===== config.mk =====
export PLATFORM = sky130hd
export DESIGN_NAME = occurrence_walker
export DESIGN_NICKNAME = d
export VERILOG_FILES = /design/src/rtl/occurrence_walker.sv
export SDC_FILE = /design/constraint.sdc
export NUM_CORES = 1
export LEC_CHECK = 0
export BUFFER_PORTS_ARGS = -buffer_cell sky130_fd_sc_hd__buf_2
export CAP_MARGIN = 20
export CORE_UTILIZATION = 50
export DETAILED_ROUTE_END_ITERATION = 10
export PLACE_DENSITY = 0.88
export SLEW_MARGIN = 25
export SYNTH_ARGS = -nofsm -noshare
export SYNTH_HDL_FRONTEND = slang
export SYNTH_SLANG_ARGS = --single-unit

===== constraint.sdc =====
create_clock -name clock -period 4 [get_ports clock]
set_input_delay 0 -clock clock [delete_from_list [all_inputs] [get_ports clock]]
set_output_delay 0 -clock clock [all_outputs]
set_load 0.05 [all_outputs]

===== src/rtl/occurrence_walker.sv =====
// rtl/occurrence_walker.sv - streams a falsified literal's clause indices into the clause table
`ifndef MAX_CLAUSES_BITS
`define MAX_CLAUSES_BITS 8
`endif

module occurrence_walker #(
  parameter int VAR_BITS      = 8,
  parameter int OCC_ADDR_BITS = 12,
  parameter int CLAUSE_BITS   = `MAX_CLAUSES_BITS
) (
  input  logic                     clock,
  input  logic                     reset,
  input  logic                     lit_valid,
  input  logic [VAR_BITS-1:0]      lit_var,
  input  logic                     lit_pol,
  output logic                     lit_ready,
  output logic                     hdr_rd_en,
  output logic [VAR_BITS:0]        hdr_addr,
  input  logic [OCC_ADDR_BITS-1:0] hdr_start,
  input  logic [CLAUSE_BITS-1:0]   hdr_count,
  output logic                     occ_rd_en,
  output logic [OCC_ADDR_BITS-1:0] occ_addr,
  input  logic [CLAUSE_BITS-1:0]   occ_data,
  output logic                     tbl_push,
  output logic [CLAUSE_BITS-1:0]   tbl_clause,
  input  logic                     tbl_full,
  output logic                     done,
  output logic [CLAUSE_BITS-1:0]   pushed_count,
  output logic                     overflow
);

  typedef enum logic [2:0] {IDLE, HDR, LOAD, STREAM, DONE} state_t;

  state_t                   state;
  logic [VAR_BITS:0]        lit_q;
  logic [OCC_ADDR_BITS-1:0] ptr;
  logic [CLAUSE_BITS-1:0]   remaining;
  logic                     pend;
  logic                     reject;

  // Returning data meets a full table: drop it and stop issuing in the same cycle.
  assign reject     = (state == STREAM) && pend && tbl_full;

  assign lit_ready  = (state == IDLE);
  assign hdr_rd_en  = (state == HDR);
  assign hdr_addr   = lit_q;
  assign occ_rd_en  = (state == STREAM) && (remaining != '0) && !reject;
  assign occ_addr   = ptr;
  assign tbl_push   = (state == STREAM) && pend && !tbl_full;
  assign tbl_clause = tbl_push ? occ_data : '0;
  assign done       = (state == DONE);

  always_ff @(posedge clock) begin
    if (reset) begin
      state        <= IDLE;
      lit_q        <= '0;
      ptr          <= '0;
      remaining    <= '0;
      pend         <= 1'b0;
      pushed_count <= '0;
      overflow     <= 1'b0;
    end else begin
      case (state)
        IDLE: begin
          if (lit_valid) begin
            lit_q        <= {lit_var, ~lit_pol};
            pushed_count <= '0;
            overflow     <= 1'b0;
            state        <= HDR;
          end
        end
        HDR: state <= LOAD;
        LOAD: begin
          ptr       <= hdr_start;
          remaining <= hdr_count;
          pend      <= 1'b0;
          state     <= (hdr_count == '0) ? DONE : STREAM;
        end
        STREAM: begin
          pend <= occ_rd_en;
          if (occ_rd_en) begin
            ptr       <= ptr + OCC_ADDR_BITS'(1);
            remaining <= remaining - CLAUSE_BITS'(1);
          end
          if (tbl_push)
            pushed_count <= pushed_count + CLAUSE_BITS'(1);
          // remaining==0 here means the only read left in flight is the one being consumed now.
          if (reject) begin
            overflow <= 1'b1;
            state    <= DONE;
          end else if (remaining == '0) begin
            state <= DONE;
          end
        end
        DONE: begin
          pend  <= 1'b0;
          state <= IDLE;
        end
        default: state <= IDLE;
      endcase
    end
  end

endmodule


==> results of run 1 <==
## cell families after synthesis
group	count (synthesis)	synth area share (%)
DFF	42	35.1
AOI/OAI and AO/OA	82	26.9
muxes	1	0.418
buffers and inverters	25	5.12
adders and majority gates	4	2.09
and+or+nand+nor	125	27.8
xor gates and xnor gates	7	2.56
## routing by layer
layer / routed length (µm) / vias up
li1: - / 1218
met1: 2660 / 1137
met2: 3140 / 92
met3: 369 / 12
met4: 112 / 0
met5: 0 / -
## per-stage QoR
| step | setup slack [ns] | hold WS (ns) | util (%) |
|---|---|---|---|
| 2_1_floorplan | 1.30 | 0.0957 | - |
| 3_3_place_gp | 1.87 | 0.180 | 62.2 |
| 3_5_place_dp | 1.79 | 0.190 | 62.2 |
| 4_1_cts | 1.76 | 0.000934 | 66.9 |
| 5_1_grt | 1.59 | 0.00774 | 66.9 |
| 6_report | 1.74 | -0.00343 | 66.9 |
## report_power, final
group	leakage [nW]	internal, W	switching, W
Combinational	0.871	0.0000904	0.000174
Clock	0.0441	0.000123	0.000159
Sequential	0.341	0.000442	0.0000283
Total	1.26	0.000655	0.000361
## cell type report
type / count / area (µm²)
clock buffers: 5 / 68.8
clock inverters: 3 / 21.3
fillers: 378 / 1480
inverters: 7 / 26.3
multi-input cells: 219 / 1430
flip-flops and latches: 42 / 841
well taps: 52 / 65.1
repair buffers: 96 / 543
## state kept, by name (all words and copies together), names as in the netlist
name          flops
overflow          1
occ_addr         12
pushed_count      8
remaining         8
pend              1
hdr_addr          9
state             3
## how the worst min path moves through the flow
stage	start	end	cells after the start
after floorplan	lit_pol	hdr_addr[0]	1
after global placement	lit_pol	hdr_addr[0]	2
after detailed placement	lit_pol	hdr_addr[0]	2
after CTS	hdr_count[7]	remaining[7]	3
after global routing	hdr_count[7]	remaining[7]	3
final	hdr_count[7]	remaining[7]	3
## worst max-delay path, delay by kind of cell (launching register included)
kind,cells,cell delay [ns]
buffers and inverters,1,0.13
AND/OR/NAND/NOR,2,0.61
AO/OA/AOI/OAI,2,0.86
flip-flops,1,0.34
adder cells (fa/ha/maj),1,0.21
## layout by cell type (no fill, tap or decap), types with 6 or more instances in the layout
cell,instances
dlygate4sd3_1,12
dfxtp_1,42
buf_2,83
nor3b_1,6
nand2_1,42
and2_1,12
a21oi_1,22
o21ai_0,6
xnor2_1,7
inv_1,7
nand3_1,9
a211oi_1,9
nor2_1,20
## timing repair
| action | CTS | global route |
|---|---|---|
| endpoints found under the hold margin | 12 | 0 |
| hold buffers | 12 | 0 |
| setup endpoints to repair | 0 | 0 |
==> flow_summary.toml, run 1 <==
[grt]
met3_usage_pct = 6.55
overflow = 0
grt_use_met2_pct = 41.8
grt_busiest_layer = "met2"
grt_start_max_net_pins = 42
track_usage_pct = 25.5
antenna_found_initial = 0
globalRouteMet1Util_pct = 31.7
first_global_vias = 2282
grt_pass1_wl_um = 10300

[critical_path]
crit_chain = "inv_1, ha_1, or4b_4, o211ai_4, nor2_4, a221o_1"
crit_type = "flop to flop"
crit_path_top_delay_cell = "or4b_4"
cp.required_ns = 4.20
cp-startpoint = "remaining[0]"
cp_data_arrival_time_ns = 2.46
worstReg2RegStart = "remaining[0]"
start_kind = "flop"
cp_slowest_stage_delay_ns = 0.51
rr_worst_depth = 6
cp_max_fo = 16
timing.rr.end = "occ_addr[11]"
critPathCapture = "occ_addr[11]"
ff2ff_setup_slack_ns = 1.74
end_kind = "flop"

[power]
power_density_mw_per_mm2 = 339
total_power_w = 0.00102
ir_drop_mv = 0.208
power_leakage_nw = 1.26

[clocking]
numCtsBuffers = 5
clk_latency_ns = 0.30
clk_pin_slew_ns = 0.08
cts_tree = "built"
cts_setup_buffers = 0
post_cts_resized = 0
cts_buffer_depth = 2
h-tree-depth = 2
root_buffer = "clkbuf_8"
cts_sinks = 42

[timing]
finalClockSkew_ns = 0.00342
relSlewSlack_pct = 53.2
tightest_slew_ns = 0.703
slew_violations = 0
timing.setup.tns_ns = 0
finalHoldViolCount = 1
holdWs_ns = -0.00343
rsz0062_at_grt = "false"
fmax_mhz = 443
setup_violations = 0
period_needed_ns = 2.26
fin_crit_sh_pct = 56.4

[die]
die_area_mm2 = 0.00507
dieHeight_um = 71.2
initial_core_util_pct = 53.5
die_w_um = 71.2
boundaryPins = 84
coreArea_mm2 = 0.00447
rows = 24

[placement]
hpwl_um = 4290
dpl-instance-area_mm2 = 0.00279
dp_cells = 404
io_buffers = 83
gp_congestion = 0.850

[routing]
drt-initial-drc-count = 233
antenna_left = 0
post-route-drc-count = 2
wl_per_cell_um = 14.8
firstDrtPassIters = 7
vias = 2459
vias_per_cell = 5.80
wl_um = 6280

[yosys]
ys_seq_elements = 42
synth_cells = 286
yosysSeqAreaShare_pct = 35.1
synth_common_cells = "dfxtp_1, nand2_1, a21oi_1"
synthTopCellsByArea = "dfxtp_1, nand2_1, a21oi_1, and2_1, nor2_1"
synth_async_sr_flop_share_pct = 0
yosysTopAreaCell = "dfxtp_1"
synth-main-ff-cell = "dfxtp_1"
netlist.area_leader.share_pct = 35.1
syn-num-nets = 331
synth_area_mm2 = 0.00239
synth.distinct_cells = 62
synth_area_per_cell_um2 = 8.37
synth_edf_count = 0
yosys_warnings = 0

[run_status]
outcome = "complete, but fails checks"
violations = "design-rule violations, negative hold slack"

[layout]
drive_above_1_share_pct = 30.9
fin_area_mm2 = 0.00300
areaGrowthSynthToFinish_pct = 25.1
nets = 416
layoutNonFillerInstCount = 424
n_antenna_cell = 0

[run]
maxCapViolCount = 0

[hold_path]
hold_path.class = "input pin to flop"
Power figures use the tool's default switching activity.
==> inputs of run 2 (changes only) <==
--- a/config.mk
+++ b/config.mk
@@ -5,6 +5,7 @@
 export SDC_FILE = /design/constraint.sdc
 export NUM_CORES = 1
 export LEC_CHECK = 0
+export ABC_AREA = 1
 export BUFFER_PORTS_ARGS = -buffer_cell sky130_fd_sc_hd__buf_2
 export CAP_MARGIN = 20
 export CORE_UTILIZATION = 50
==> constraint.sdc (replaced) <==
create_clock -name clock -period 2.3 [get_ports clock]
set_input_delay 0 -clock clock [delete_from_list [all_inputs] [get_ports clock]]
set_output_delay 0 -clock clock [all_outputs]
set_load 0.05 [all_outputs]
==> run 2 against run 1 <==
  * Sequential cell count stayed put
  * Fmax grew 16%
  * Worst setup slack lost 1.4 ns
  * Combinational power rose to 8.0 times the previous value
  * Clock power grew 70%
  * Worst hold slack improved by 0.020 ns
  * Register-to-register slack worse by 1.4 ns
  * Total power grew to 3.8 times the previous value
  * The run now ends clean
  * Critical path depth rose by 2
  * Final cell count increased by 25%
  * Die area rose by 1.8%
  * Critical path type unchanged
  * Clock skew increased by 0.0052 ns
==> flow_summary.toml, run 2 <==
[run_status]
outcome = "completed"

[die]
boundaryPins = 84
die_w_um = 71.8
die_area_mm2 = 0.00516
initial_core_util_pct = 52.0
rows = 25
coreArea_mm2 = 0.00469
dieHeight_um = 71.8

[routing]
vias_per_cell = 5.15
wl_per_cell_um = 11.9
vias = 2722
antenna_left = 0
firstDrtPassIters = 6
post-route-drc-count = 0
wl_um = 6280
drt-initial-drc-count = 165

[critical_path]
crit_chain = "nor2_1, nand2_1, inv_1, nand2_1, nand2_4, inv_2, or2_1, a21oi_2"
ff2ff_setup_slack_ns = 0.35
crit_top_cell = "nand2_1"
crit_type = "flop to flop"
rr_worst_depth = 8
critPathBufInv = 2
crit_path_top_delay_cell = "nand2_1"
end_kind = "flop"
cp_top_family = "simple AND/OR/NAND/NOR gates"
worstReg2RegStart = "state[0]"
start_kind = "flop"
cp_slowest_stage_delay_ns = 0.37
cp_max_fo = 13
cp_data_arrival_time_ns = 2.19
cp.required_ns = 2.54
timing.rr.end = "pushed_count[0]"

[clocking]
cts_buffer_depth = 2
root_buffer = "clkbuf_8"
numCtsBuffers = 5
post_cts_resized = 0
cts_tree = "built"
cts_sinks = 42
clk_pin_slew_ns = 0.08
clk_latency_ns = 0.30
h-tree-depth = 2

[yosys]
synth.distinct_cells = 33
synth_area_mm2 = 0.00244
syn-num-nets = 431
synth_cells = 386
yosysTopAreaCell = "dfxtp_1"
yosys_warnings = 0
synthTopCellsByArea = "dfxtp_1, nand2_1, nor2_1, inv_1, nand3_1"
synth_common_cells = "nand2_1, nor2_1, inv_1"
netlist.area_leader.share_pct = 34.5
synth_async_sr_flop_share_pct = 0
synth_area_per_cell_um2 = 6.32
yosysMostFrequentCell = "nand2_1"
synth-main-ff-cell = "dfxtp_1"
synth_edf_count = 0
ys_seq_elements = 42
yosysSeqAreaShare_pct = 34.5

[timing]
rsz0062_at_grt = "false"
timing.setup.tns_ns = 0
fin_crit_sh_pct = 84.8
finalClockSkew_ns = 0.00862
holdWs_ns = 0.0162
fmax_mhz = 513
slew_violations = 0
tightest_slew_ns = 0.608
relSlewSlack_pct = 59.4
period_needed_ns = 1.95
finalHoldViolCount = 0
setup_violations = 0

[layout]
drive_above_1_share_pct = 22.3
layoutNonFillerInstCount = 529
most-common-layout-cells = "buf_2, nand2_1, nor2_1"
nets = 519
areaGrowthSynthToFinish_pct = 24.9
final_common_cell = "buf_2"
n_antenna_cell = 0
largest_register_ff_count = 12
final_util_pct = 64.9

[grt]
track_usage_pct = 24.6
grt_start_max_net_pins = 29
overflow = 0
first_global_vias = 2414
antenna_found_initial = 0
grt_pass1_wl_um = 10300

[hold_path]
hold_depth = 3
hold_path.class = "input pin to flop"
hp-start = "hdr_start[2]"
hold_end = "occ_addr[2]"

[run]
maxCapViolCount = 0

[power]
ir_drop_mv = 0.802
power_leakage_nw = 1.58
total_power_w = 0.00383
power_density_mw_per_mm2 = 1260

[placement]
io_buffers = 83
dp_cells = 510
hpwl_um = 4280
gp_congestion = 0.869
run 2: cell count changes in the layout (fill, tap and decap cells not counted), moves of 5 or more:
| cell | previous run | this run |
|---|---|---|
| a211oi_1 | 9 | 0 |
| nor2_1 | 20 | 70 |
| o21ai_0 | 6 | 36 |
| nand2_1 | 42 | 78 |
| and2_1 | 12 | 0 |
| nor3b_1 | 6 | 0 |
| nand3_1 | 9 | 36 |
| xnor2_1 | 7 | 0 |
| o31ai_1 | 5 | 0 |
| inv_1 | 7 | 49 |
run 2: final cells by class:
class | count | area, µm²
Timing Repair Buffer | 95 | 533
Clock inverter | 3 | 21.3
Tap cell | 54 | 67.6
Inverter | 53 | 206
Sequential cell | 42 | 841
Fill cell | 421 | 1650
Clock buffer | 5 | 68.8
Multi-Input combinational cell | 277 | 1310
run 2: cells by family (layout without fill, tap and decap cells):
group	after synthesis	after routing	synth area share, %
xor+xnor	3	3	1.08
buf+inv	67	156	11.9
simple gates	202	202	35.7
fa+ha+maj	4	4	2.05
flops	42	42	34.5
mux	1	1	0.410
compound gates	67	67	14.5
run 2: where the power goes:
group	switching, W	total [W]	internal (W)	leakage, nW
logic	0.00154	0.00212	0.000584	1.19
clock network	0.000267	0.000480	0.000213	0.0441
registers	0.000260	0.00122	0.000962	0.343
total	0.00207	0.00383	0.00176	1.58
run 2: how the worst max path moves through the flow:
stage / end / start / slack, ns / cells past startpoint
final: pushed_count[0] / state[0] / 0.35 / 8
after global placement: pushed_count[0] / state[0] / 0.57 / 8
after CTS: tbl_clause[2] / state[1] / 0.44 / 5
after detailed placement: pushed_count[0] / state[0] / 0.47 / 8
after global routing: pushed_count[0] / state[0] / 0.17 / 8
after floorplan: state[1] / state[0] / 0.45 / 6
run 2: what timing repair did:
| item | in CTS | in global routing |
|---|---|---|
| hold buffers | 11 | 0 |
| setup buffers | 0 | 0 |
| hold endpoints to repair | 11 | 0 |
run 2: metal layers:
metal / routed length [µm] / vias to the layer above / part of all wire [%] / track usage, %
li1: - / 1408 / - / -
met4: 118 / 0 / 1.9 / 8.93
met5: 0 / - / 0 / 0
met2: 3190 / 90 / 51 / 43.9
met3: 291 / 14 / 4.6 / 3.09
met1: 2690 / 1210 / 43 / 30.2
run 2: per-stage QoR:
step / worst slack [ns] / cell area, µm²
5_1_grt: 0.168 / 3050
2_1_floorplan: 0.446 / 2440
6_report: 0.349 / 3050
3_3_place_gp: 0.569 / 2850
3_5_place_dp: 0.473 / 2850
4_1_cts: 0.439 / 3050
run 2: worst reg2reg max path, cell delays in order, from the launching register on:
cell and delay [ns]:
dfxtp_1 0.34, nor2_1 0.17, nand2_1 0.11, inv_1 0.26, nand2_1 0.37, nand2_4 0.24
inv_2 0.08, or2_1 0.22, a21oi_2 0.11
==> inputs of run 3 (changes only) <==
--- a/config.mk
+++ b/config.mk
@@ -8,9 +8,9 @@
 export ABC_AREA = 1
 export BUFFER_PORTS_ARGS = -buffer_cell sky130_fd_sc_hd__buf_2
 export CAP_MARGIN = 20
-export CORE_UTILIZATION = 50
+export CORE_UTILIZATION = 45
 export DETAILED_ROUTE_END_ITERATION = 10
-export PLACE_DENSITY = 0.88
+export PLACE_DENSITY = 0.84
 export SLEW_MARGIN = 25
 export SYNTH_ARGS = -nofsm -noshare
 export SYNTH_HDL_FRONTEND = slang
==> constraint.sdc (replaced) <==
create_clock -name clock -period 1.7 [get_ports clock]
set_input_delay 0 -clock clock [delete_from_list [all_inputs] [get_ports clock]]
set_output_delay 0 -clock clock [all_outputs]
set_load 0.05 [all_outputs]
==> run 3 against run 2 <==
  * Total power up 47%
  * Critical endpoint is now tbl_clause[4]
  * Clock skew down 0.0059 ns
  * Final area up 4.2%
  * First-iteration DRC count up 7.9%
  * Critical path depth down 3
  * Sequential power up 36%
  * Utilization down 3.5 points
==> flow_summary.toml, run 3 (synthesis gave the netlist of run 2 again) <==
[critical_path]
ff2ff_setup_slack_ns = 0.18
end_kind = "primary output"
crit_path_top_delay_cell = "dfxtp_1"
cp-startpoint = "state[1]"
crit_chain = "nand3_2, clkinv_4, nand3_4, nor2_1, buf_2"
cp.required_ns = 1.70
cp_slowest_stage_delay_ns = 0.41
rr_worst_depth = 10
cp_max_fo = 15
crit_type = "flop to primary output"
cp_data_arrival_time_ns = 1.58
start_kind = "flop"
timing.rr.end = "occ_addr[11]"
worstReg2RegStart = "remaining[0]"

[grt]
antenna_found_initial = 0
track_usage_pct = 23.0
first_global_vias = 2418
grt_start_max_net_pins = 27
overflow = 0
grt_pass1_wl_um = 10000

[placement]
dpl-instance-area_mm2 = 0.00290
io_buffers = 83
hpwl_um = 4420
gp_congestion = 0.902

[hold_path]
hp-start = "hdr_start[2]"
hold_end = "occ_addr[2]"
hold_path.class = "input pin to flop"
hold_depth = 3

[routing]
vias_per_cell = 5.02
drt-initial-drc-count = 178
post-route-drc-count = 0
wl_per_cell_um = 11.7
firstDrtPassIters = 4
vias = 2750
antenna_left = 0
wl_um = 6430

[timing]
relSlewSlack_pct = 59.7
period_needed_ns = 1.58
rsz0062_at_grt = "false"
finalClockSkew_ns = 0.00273
timing.setup.tns_ns = 0
fmax_mhz = 635
tightest_slew_ns = 0.603
slew_violations = 0
fin_crit_sh_pct = 92.7
setup_violations = 0
finalHoldViolCount = 0

[clocking]
numCtsBuffers = 5
cts_sinks = 42
h-tree-depth = 2
clk_latency_ns = 0.29
cts_setup_buffers = 0
clk_pin_slew_ns = 0.08
cts_buffer_depth = 2
cts_tree = "built"
root_buffer = "clkbuf_8"

[layout]
n_antenna_cell = 0
fill_cells = 479
drive_above_1_share_pct = 23.6
nets = 522
largest_register_ff_count = 12
final_common_cell = "buf_2"
fin_area_mm2 = 0.00318
most-common-layout-cells = "buf_2, nand2_1, nor2_1"
areaGrowthSynthToFinish_pct = 30.2

[power]
power_density_mw_per_mm2 = 1770
total_power_w = 0.00562
power_leakage_nw = 1.63
ir_drop_mv = 0.980

[die]
die_w_um = 75.6
rows = 26
initial_core_util_pct = 47.1
coreArea_mm2 = 0.00517
boundaryPins = 84
dieHeight_um = 75.6
die_area_mm2 = 0.00572

[run]
maxCapViolCount = 0

[run_status]
outcome = "completed"
[run 3: routing by layer]
layer / global-route usage (%) / routed length [µm] / up-vias
met4: 9.26 / 110 / 0
li1: - / - / 1410
met1: 27.3 / 2770 / 1254
met5: 0 / 0 / -
met2: 39.4 / 3320 / 74
met3: 6.22 / 222 / 12
[run 3: worst max-delay path by stage]
| stage | end | slack, ns | depth (start not counted) |
|---|---|---|---|
| finish | tbl_clause[4] | 0.12 | 5 |
| global route | tbl_clause[5] | 0.0006 | 5 |
| CTS | remaining[7] | 0.10 | 10 |
| detailed placement | remaining[7] | 0.12 | 10 |
| global placement | occ_addr[11] | 0.18 | 10 |
| floorplan | occ_addr[7] | 0.13 | 7 |
[run 3: cell type report]
cell class	count	area, µm²	area share, %
Multi-Input combinational cell	277	1330	41.9
Sequential cell	42	843	26.6
Timing Repair Buffer	98	563	17.7
Inverter	53	209	6.58
Tap cell	70	87.6	2.76
Clock buffer	6	82.6	2.60
Clock inverter	2	60.1	1.89
[run 3: critical path, delay by kind of cell, from the launching register on]
family	cells	cell delay (ns)
AND/OR/NAND/NOR	3	0.44
buffers and inverters	2	0.43
flip-flops	1	0.41
[run 3: report_power, final]
part / leakage, nW / switching [W] / internal (W)
clock network: 0.0714 / 0.000353 / 0.000627
logic: 1.22 / 0.00212 / 0.000853
registers: 0.344 / 0.000353 / 0.00131
[run 3: repair_timing]
| action | 4_1_cts | 5_1_grt |
|---|---|---|
| setup endpoints to repair | 0 | 19 |
| endpoints found under the hold margin | 11 | 0 |
| gates resized for setup | 0 | 8 |
| hold buffers | 11 | 0 |
[run 3: per-stage QoR]
stage	hold slack (ns)	worst slack [ns]	utilization (%)	instances
4_1_cts	0.00699	0.101	60.9	548
5_1_grt	0.0126	0.000584	61.4	548
3_5_place_dp	0.268	0.123	56.0	529
3_3_place_gp	0.259	0.181	56.0	529
6_report	0.00945	0.124	61.4	548
2_1_floorplan	0.168	0.128	-	386
